**src/rtl/hssl_rx_link_monitor.sv**
```systemverilog
// RX link-state monitor for a 4-byte 8b/10b transceiver lane: hunts for commas, verifies
// alignment, forwards data while in sync and requests a datapath reset when acquisition stalls.
module hssl_rx_link_monitor #(
   parameter int SYNC_CNT  = 16,
   parameter int ERR_LIMIT = 4,
   parameter int ERR_WIN   = 256,
   parameter int TIMEOUT   = 65535,
   parameter int RST_LEN   = 16
) (
   input  logic        clk_in,
   input  logic        reset_in,
   input  logic [31:0] rx_data_in,
   input  logic [3:0]  rx_charisk_in,
   input  logic [3:0]  rx_disperr_in,
   input  logic [3:0]  rx_encerr_in,
   input  logic        rx_reset_done_in,
   output logic [31:0] data_out,
   output logic        data_vld_out,
   output logic        link_up_out,
   output logic        rx_reset_datapath_out,
   output logic [15:0] err_cnt_out,
   output logic [7:0]  resync_cnt_out
);
   localparam int GW = $clog2(SYNC_CNT + 1);
   localparam int TW = $clog2(TIMEOUT + 1);
   localparam int WW = (ERR_WIN > 1) ? $clog2(ERR_WIN) : 1;
   localparam int EW = $clog2(ERR_LIMIT + 1);
   localparam int RW = (RST_LEN > 1) ? $clog2(RST_LEN) : 1;

   localparam logic [GW-1:0] GOOD_MAX = GW'(SYNC_CNT);
   localparam logic [TW-1:0] TMO_MAX  = TW'(TIMEOUT);
   localparam logic [WW-1:0] WIN_MAX  = WW'(ERR_WIN - 1);
   localparam logic [EW-1:0] ERR_MAX  = EW'(ERR_LIMIT);
   localparam logic [RW-1:0] RST_MAX  = RW'(RST_LEN - 1);

   typedef enum logic [2:0] {WAIT_RST, HUNT, VERIFY, SYNC, RESYNC_REQ} state_t;
   typedef enum logic [1:0] {CL_ERR, CL_COMMA, CL_DATA, CL_CTRL} cls_t;

   state_t        st;
   cls_t          cls;
   logic [GW-1:0] good, good_inc;
   logic [TW-1:0] tmo, tmo_inc;
   logic [WW-1:0] win;
   logic [EW-1:0] werr, werr_inc;
   logic [RW-1:0] rcnt;
   logic [31:0]   data;
   logic          vld, link, rreq;
   logic [15:0]   err_cnt;
   logic [7:0]    rsc;

   // Errors dominate: a comma with a code violation must not count toward alignment.
   always_comb begin
      if (|(rx_disperr_in | rx_encerr_in))                        cls = CL_ERR;
      else if (rx_charisk_in == 4'b0001 && rx_data_in[7:0] == 8'hBC) cls = CL_COMMA;
      else if (rx_charisk_in == 4'b0000)                          cls = CL_DATA;
      else                                                         cls = CL_CTRL;
   end

   assign good_inc = good + 1'b1;
   assign tmo_inc  = tmo + 1'b1;
   assign werr_inc = werr + EW'(cls == CL_ERR);

   always_ff @(posedge clk_in or posedge reset_in) begin
      if (reset_in) begin
         st      <= WAIT_RST;
         good    <= '0;
         tmo     <= '0;
         win     <= '0;
         werr    <= '0;
         rcnt    <= '0;
         data    <= '0;
         vld     <= 1'b0;
         link    <= 1'b0;
         rreq    <= 1'b0;
         err_cnt <= '0;
         rsc     <= '0;
      end else begin
         vld <= 1'b0;
         if (st == SYNC && cls == CL_DATA) begin
            data <= rx_data_in;
            vld  <= 1'b1;
         end
         if (st != WAIT_RST && cls == CL_ERR && err_cnt != 16'hFFFF)
            err_cnt <= err_cnt + 1'b1;
         // Acquisition timer spans HUNT and VERIFY together; any other state clears it.
         tmo <= (st == HUNT || st == VERIFY) ? tmo_inc : '0;

         case (st)
            WAIT_RST:
               if (rx_reset_done_in) st <= HUNT;
            HUNT, VERIFY:
               if (!rx_reset_done_in) begin
                  st <= WAIT_RST;
               end else if (tmo_inc == TMO_MAX) begin
                  st   <= RESYNC_REQ;
                  rreq <= 1'b1;
                  rcnt <= '0;
                  if (rsc != 8'hFF) rsc <= rsc + 1'b1;
               end else if (st == HUNT) begin
                  if (cls == CL_COMMA) begin
                     st   <= VERIFY;
                     good <= GW'(1);
                  end
               end else if (cls == CL_ERR) begin
                  st   <= HUNT;
                  good <= '0;
               end else if (cls != CL_CTRL) begin
                  good <= good_inc;
                  if (good_inc == GOOD_MAX) begin
                     st   <= SYNC;
                     link <= 1'b1;
                     win  <= '0;
                     werr <= '0;
                  end
               end
            SYNC: begin
               win <= (win == WIN_MAX) ? '0 : win + 1'b1;
               if (!rx_reset_done_in) begin
                  st   <= WAIT_RST;
                  link <= 1'b0;
               end else if (werr_inc == ERR_MAX) begin
                  // Limit hit on the wrap cycle still drops the link before the count clears.
                  st   <= HUNT;
                  link <= 1'b0;
                  good <= '0;
               end else begin
                  werr <= (win == WIN_MAX) ? '0 : werr_inc;
               end
            end
            RESYNC_REQ: begin
               rcnt <= rcnt + 1'b1;
               if (rcnt == RST_MAX) begin
                  st   <= WAIT_RST;
                  rreq <= 1'b0;
               end
            end
            default: st <= WAIT_RST;
         endcase
      end
   end

   assign data_out              = data;
   assign data_vld_out          = vld;
   assign link_up_out           = link;
   assign rx_reset_datapath_out = rreq;
   assign err_cnt_out           = err_cnt;
   assign resync_cnt_out        = rsc;
endmodule
```
**config.mk**
```make
export PLATFORM = sky130hd
export DESIGN_NAME = hssl_rx_link_monitor
export DESIGN_NICKNAME = d
export VERILOG_FILES = /design/src/rtl/hssl_rx_link_monitor.sv
export SDC_FILE = /design/constraint.sdc
export NUM_CORES = 1
export LEC_CHECK = 0
export BUFFER_PORTS_ARGS = -buffer_cell sky130_fd_sc_hd__buf_2
export CORE_MARGIN = 5
export CORE_UTILIZATION = 45
export CTS_CLUSTER_DIAMETER = 30
export DETAILED_ROUTE_END_ITERATION = 10
export GPL_ROUTABILITY_DRIVEN = 0
export PLACE_DENSITY = 0.71
export REMOVE_ABC_BUFFERS = 1
export SLEW_MARGIN = 20
export SYNTH_ARGS = -nofsm -noshare
export SYNTH_HDL_FRONTEND = slang
export SYNTH_SLANG_ARGS = --single-unit
export TNS_END_PERCENT = 20
```
**constraint.sdc**
```tcl
create_clock -name clk_in -period 2.8 [get_ports clk_in]
set_clock_uncertainty 0.2 [all_clocks]
set_input_delay 0.14 -clock clk_in [delete_from_list [all_inputs] [get_ports clk_in]]
set_output_delay 0.14 -clock clk_in [all_outputs]
set_load 0.01 [all_outputs]
```
==> reports/qor.csv <==
stage,metric,value,unit
grt,largest net degree at the start of global routing,52,
grt,initial antenna violation count,0,
min_path,Hold Startpoint,rx_disperr_in[3],
setup_path,"delay-heaviest family, CP",compound AO/OA/AOI/OAI gates,
timing,hold_ws,0.1334,ns
cells_and_area,layout net count,638,
timing,fin crit period,2.681,ns
setup_path,Worst path slowest cell,dfrtp_1,
timing,Slew HR,52.94,%
detailed_routing,Via density,5.286,
grt,GRT overflow,0,
yosys,Gate Count Post-Synth,422,
setup_path,Worst Path Buf+Inv,0,
floorplan,die area,0.01258,mm²
detailed_routing,Post-DRT Antenna Nets,0,
grt,number of global-route vias before repair,3947,
cells_and_area,ratio of cells with drive above 1 in the final layout,32.54,%
detailed_routing,final WL,11120,µm
detailed_routing,via count,3822,
power_and_ir_drop,Peak supply drop,306.3,µV
setup_path,"slowest stage delay, CP",0.39,ns
clocking,clk slew on worst S/H paths,0.10,ns
setup_path,worst-path fanout max,8,
power_and_ir_drop,Clock Power Share,25.2,%
detailed_routing,Remaining DRCs,0,
power_and_ir_drop,power consumption,3.524,mW
clocking,clock sinks,98,
yosys,most used flip-flop cell after synthesis,dfrtp_1,
timing,Final period util,95.75,%
setup_path,CP arrival,2.75,ns
floorplan,Die Ht,112.1,µm
timing,Worst-Margin Slew,0.7005,ns
timing,final hold viol count,0,
clocking,clk buf depth,2,
power_and_ir_drop,sequential power share,51.0,%
timing,Final Setup Violations,0,
clocking,CTS tree,done,
yosys,#FFs+latches synth,98,
power_and_ir_drop,combinational share of power,23.8,%
yosys,"EDFF count, synth",0,
yosys,synthesized area per cell,11.12,µm²
yosys,Synth warnings,0,
placement,PortBufs,105,
power_and_ir_drop,switching part of the total,33.32,%
floorplan,Ports,106,
cells_and_area,Area Growth Syn to Fin,29.24,%
setup_path,CP Cell Sequence,"ha_2, a21o_1, a311o_1, a221oi_4, nand4_4, nor3_4, mux2_4",
clocking,CTS H-tree depth,3,
setup_path,worst r2r src,tmo[0]$_DFF_PP0_,
setup_path,Reg-to-Reg End,resync_cnt_out[1]$_DFFE_PP0P_,
setup_path,Crit. End Element,flip-flop,
clocking,TritonCTS buffer count,9,
detailed_routing,Pre-antenna DRT Iters,4,
timing,FMAX,373.0,MHz
timing,total negative setup slack,0,ns
clocking,CTS root buffer,clkbuf_8,
setup_path,Worst Path Required,2.87,ns
grt,first-pass GRT wire length,18860,µm
timing,Final Max Slew Viols,0,
job,Max-cap violations,0,
setup_path,startpoint types,flip-flop,
min_path,hold worst-path end,data_vld_out$_DFF_PP0_,
power_and_ir_drop,NetSw,1.174,mW
detailed_routing,WL per Instance,15.37,µm
floorplan,Core ar.,0.01023,mm²
grt,GRT Overall Usage,18.17,%
yosys,Syn Std Cell Area,0.004695,mm²
floorplan,Die Wd,112.1,µm
min_path,Hold Crit Depth,6,
power_and_ir_drop,Cell Int Power,2.350,mW
yosys,register area share after synthesis,52.24,%
min_path,Hold WC Path Type,primary input to flip-flop,
setup_path,internal reg-to-reg setup slack,0.12,ns
floorplan,Starting Density,45.88,%
placement,Post-DP HPWL,7556,µm
power_and_ir_drop,P per Cell Area,580.8,mW/mm²
setup_path,Worst Reg-to-Reg Cells,7,
detailed_routing,drt first-iter violations,172,
cells_and_area,Ant. Diodes,0,
run_status,status,finished clean,
yosys,ys async rst share,100.0,%
yosys,Synth cell types,57,
clocking,Clock Latency Late Sink,0.37,ns
power_and_ir_drop,Leakage,2.976,nW
setup_path,Worst Setup Path Type,flip-flop to flip-flop,
floorplan,row cnt,37,
## placed cells by master, fill, tap and decap left out, types with 3 or more instances in the layout
cell and instances:
a21o_1 6, a21oi_1 14, a31oi_1 5, and3_1 12, and4_1 3, buf_2 105
buf_4 19, clkbuf_8 10, dfrtp_1 98, dlygate4sd3_1 37, ha_1 8, inv_1 9
mux2_2 34, nand2_1 26, nand3_1 27, nand4_1 17, nor2_1 30, nor2b_1 7
nor3_1 7, nor4_1 5, o21a_1 3, o21ai_0 13, or4_1 3, xnor2_1 27
xor2_1 11
## synth_stat cells, drive strengths merged (2+ instances only)
master / n / area (µm²)
nand4: 18 / 127.6
and3: 12 / 75.07
nand2: 27 / 103.9
or3: 2 / 12.51
nor3: 10 / 66.32
and4: 4 / 37.54
a21boi: 2 / 18.77
nand2b: 2 / 12.51
mux2i: 2 / 20.02
nor4: 5 / 31.28
o21ai: 16 / 87.58
xor2: 11 / 96.34
buf: 7 / 40.03
a21oi: 14 / 70.07
or4: 3 / 22.52
nand3: 27 / 135.1
nor2: 30 / 112.6
clkbuf: 6 / 22.52
o31ai: 2 / 15.01
mux2: 36 / 405.4
a21o: 6 / 45.04
nor2b: 7 / 43.79
a31oi: 5 / 31.28
inv: 10 / 37.54
xnor2: 27 / 236.5
nand3b: 2 / 15.01
nor3b: 2 / 15.01
o21a: 3 / 22.52
a41oi: 2 / 17.52
ha: 9 / 112.6
dfrtp: 98 / 2452
## area by class of cell
class,count,area (µm²)
Inverter,10,40.04
Sequential cell,98,2452
Clock inverter,5,46.29
Tap cell,136,170.2
Fill cell,847,4164
Multi-Input combinational cell,301,2158
Timing Repair Buffer,162,1059
Clock buffer,11,141.4
## registers in the layout, indices dropped and copies added, names as in the netlist
signal	cells
data_out	32
data_vld_out	1
err_cnt_out	16
good	5
link_up_out	1
rcnt	4
resync_cnt_out	8
rx_reset_datapath_out	1
st	3
tmo	16
werr	3
win	8
## power groups by stage
stage / clock (mW) / sequential (mW) / combinational (mW)
floorplan: 0 / 1.81 / 0.489
global placement: 0 / 1.81 / 0.773
detailed placement: 0 / 1.82 / 0.805
CTS: 0.918 / 1.80 / 0.843
global route: 0.974 / 1.83 / 0.947
finish: 0.887 / 1.80 / 0.839
## stage by stage
step	util, %	area, µm²	cells	setup WS (ns)
3_5_place_dp	53.66	5490	669	-0.06359
3_3_place_gp	53.66	5490	669	0.04586
5_1_grt	59.30	6067	723	-0.01384
4_1_cts	59.12	6048	722	0.007418
6_report	59.30	6067	723	0.1189
2_1_floorplan	-	4632	409	-1.030
## kinds of logic (layout without fill, tap and decap cells)
| logic type | after synthesis | after routing | synth area share [%] |
|---|---|---|---|
| AO/OA/AOI/OAI | 59 | 59 | 8.662 |
| XOR/XNOR | 38 | 38 | 7.090 |
| adder cells (fa/ha/maj) | 9 | 9 | 2.399 |
| buffers and inverters | 23 | 188 | 2.132 |
| flip-flops | 98 | 98 | 52.24 |
| multiplexers | 38 | 38 | 9.062 |
| AND/OR/NAND/NOR | 157 | 157 | 18.42 |
## worst max path at each step
stage / slack (ns) / endpoint / cells past startpoint / start
floorplan: -1.03 / data_out[0]$_DFFE_PP0P_ / 4 / rx_encerr_in[2]
global placement: 0.05 / good[3]$_DFFE_PP0P_ / 13 / rx_encerr_in[0]
detailed placement: -0.06 / good[4]$_DFFE_PP0P_ / 13 / rx_encerr_in[0]
CTS: 0.007 / resync_cnt_out[1]$_DFFE_PP0P_ / 7 / tmo[0]$_DFF_PP0_
global route: -0.01 / resync_cnt_out[5]$_DFFE_PP0P_ / 8 / tmo[0]$_DFF_PP0_
finish: 0.12 / resync_cnt_out[1]$_DFFE_PP0P_ / 7 / tmo[0]$_DFF_PP0_
## layer usage
metal	track usage, %	routed length [µm]	up-vias
li1	-	-	1838
met5	0	0	-
met3	5.229	813	16
met4	7.372	221	0
met2	29.64	5246	122
met1	22.78	4834	1846
## worst min-delay path, delay by kind of cell
kind,cells,cell delay (ns)
buffers and inverters,3,0.36
and+or+nand+nor,3,0.16
## what timing repair did
action	in CTS	in global routing
gates resized for setup	0	3
endpoints found under the setup margin	0	13
hold buffers	37	0
endpoints found under the hold margin	85	0
buffers inserted	0	1
(Power assumes the default switching activity.)
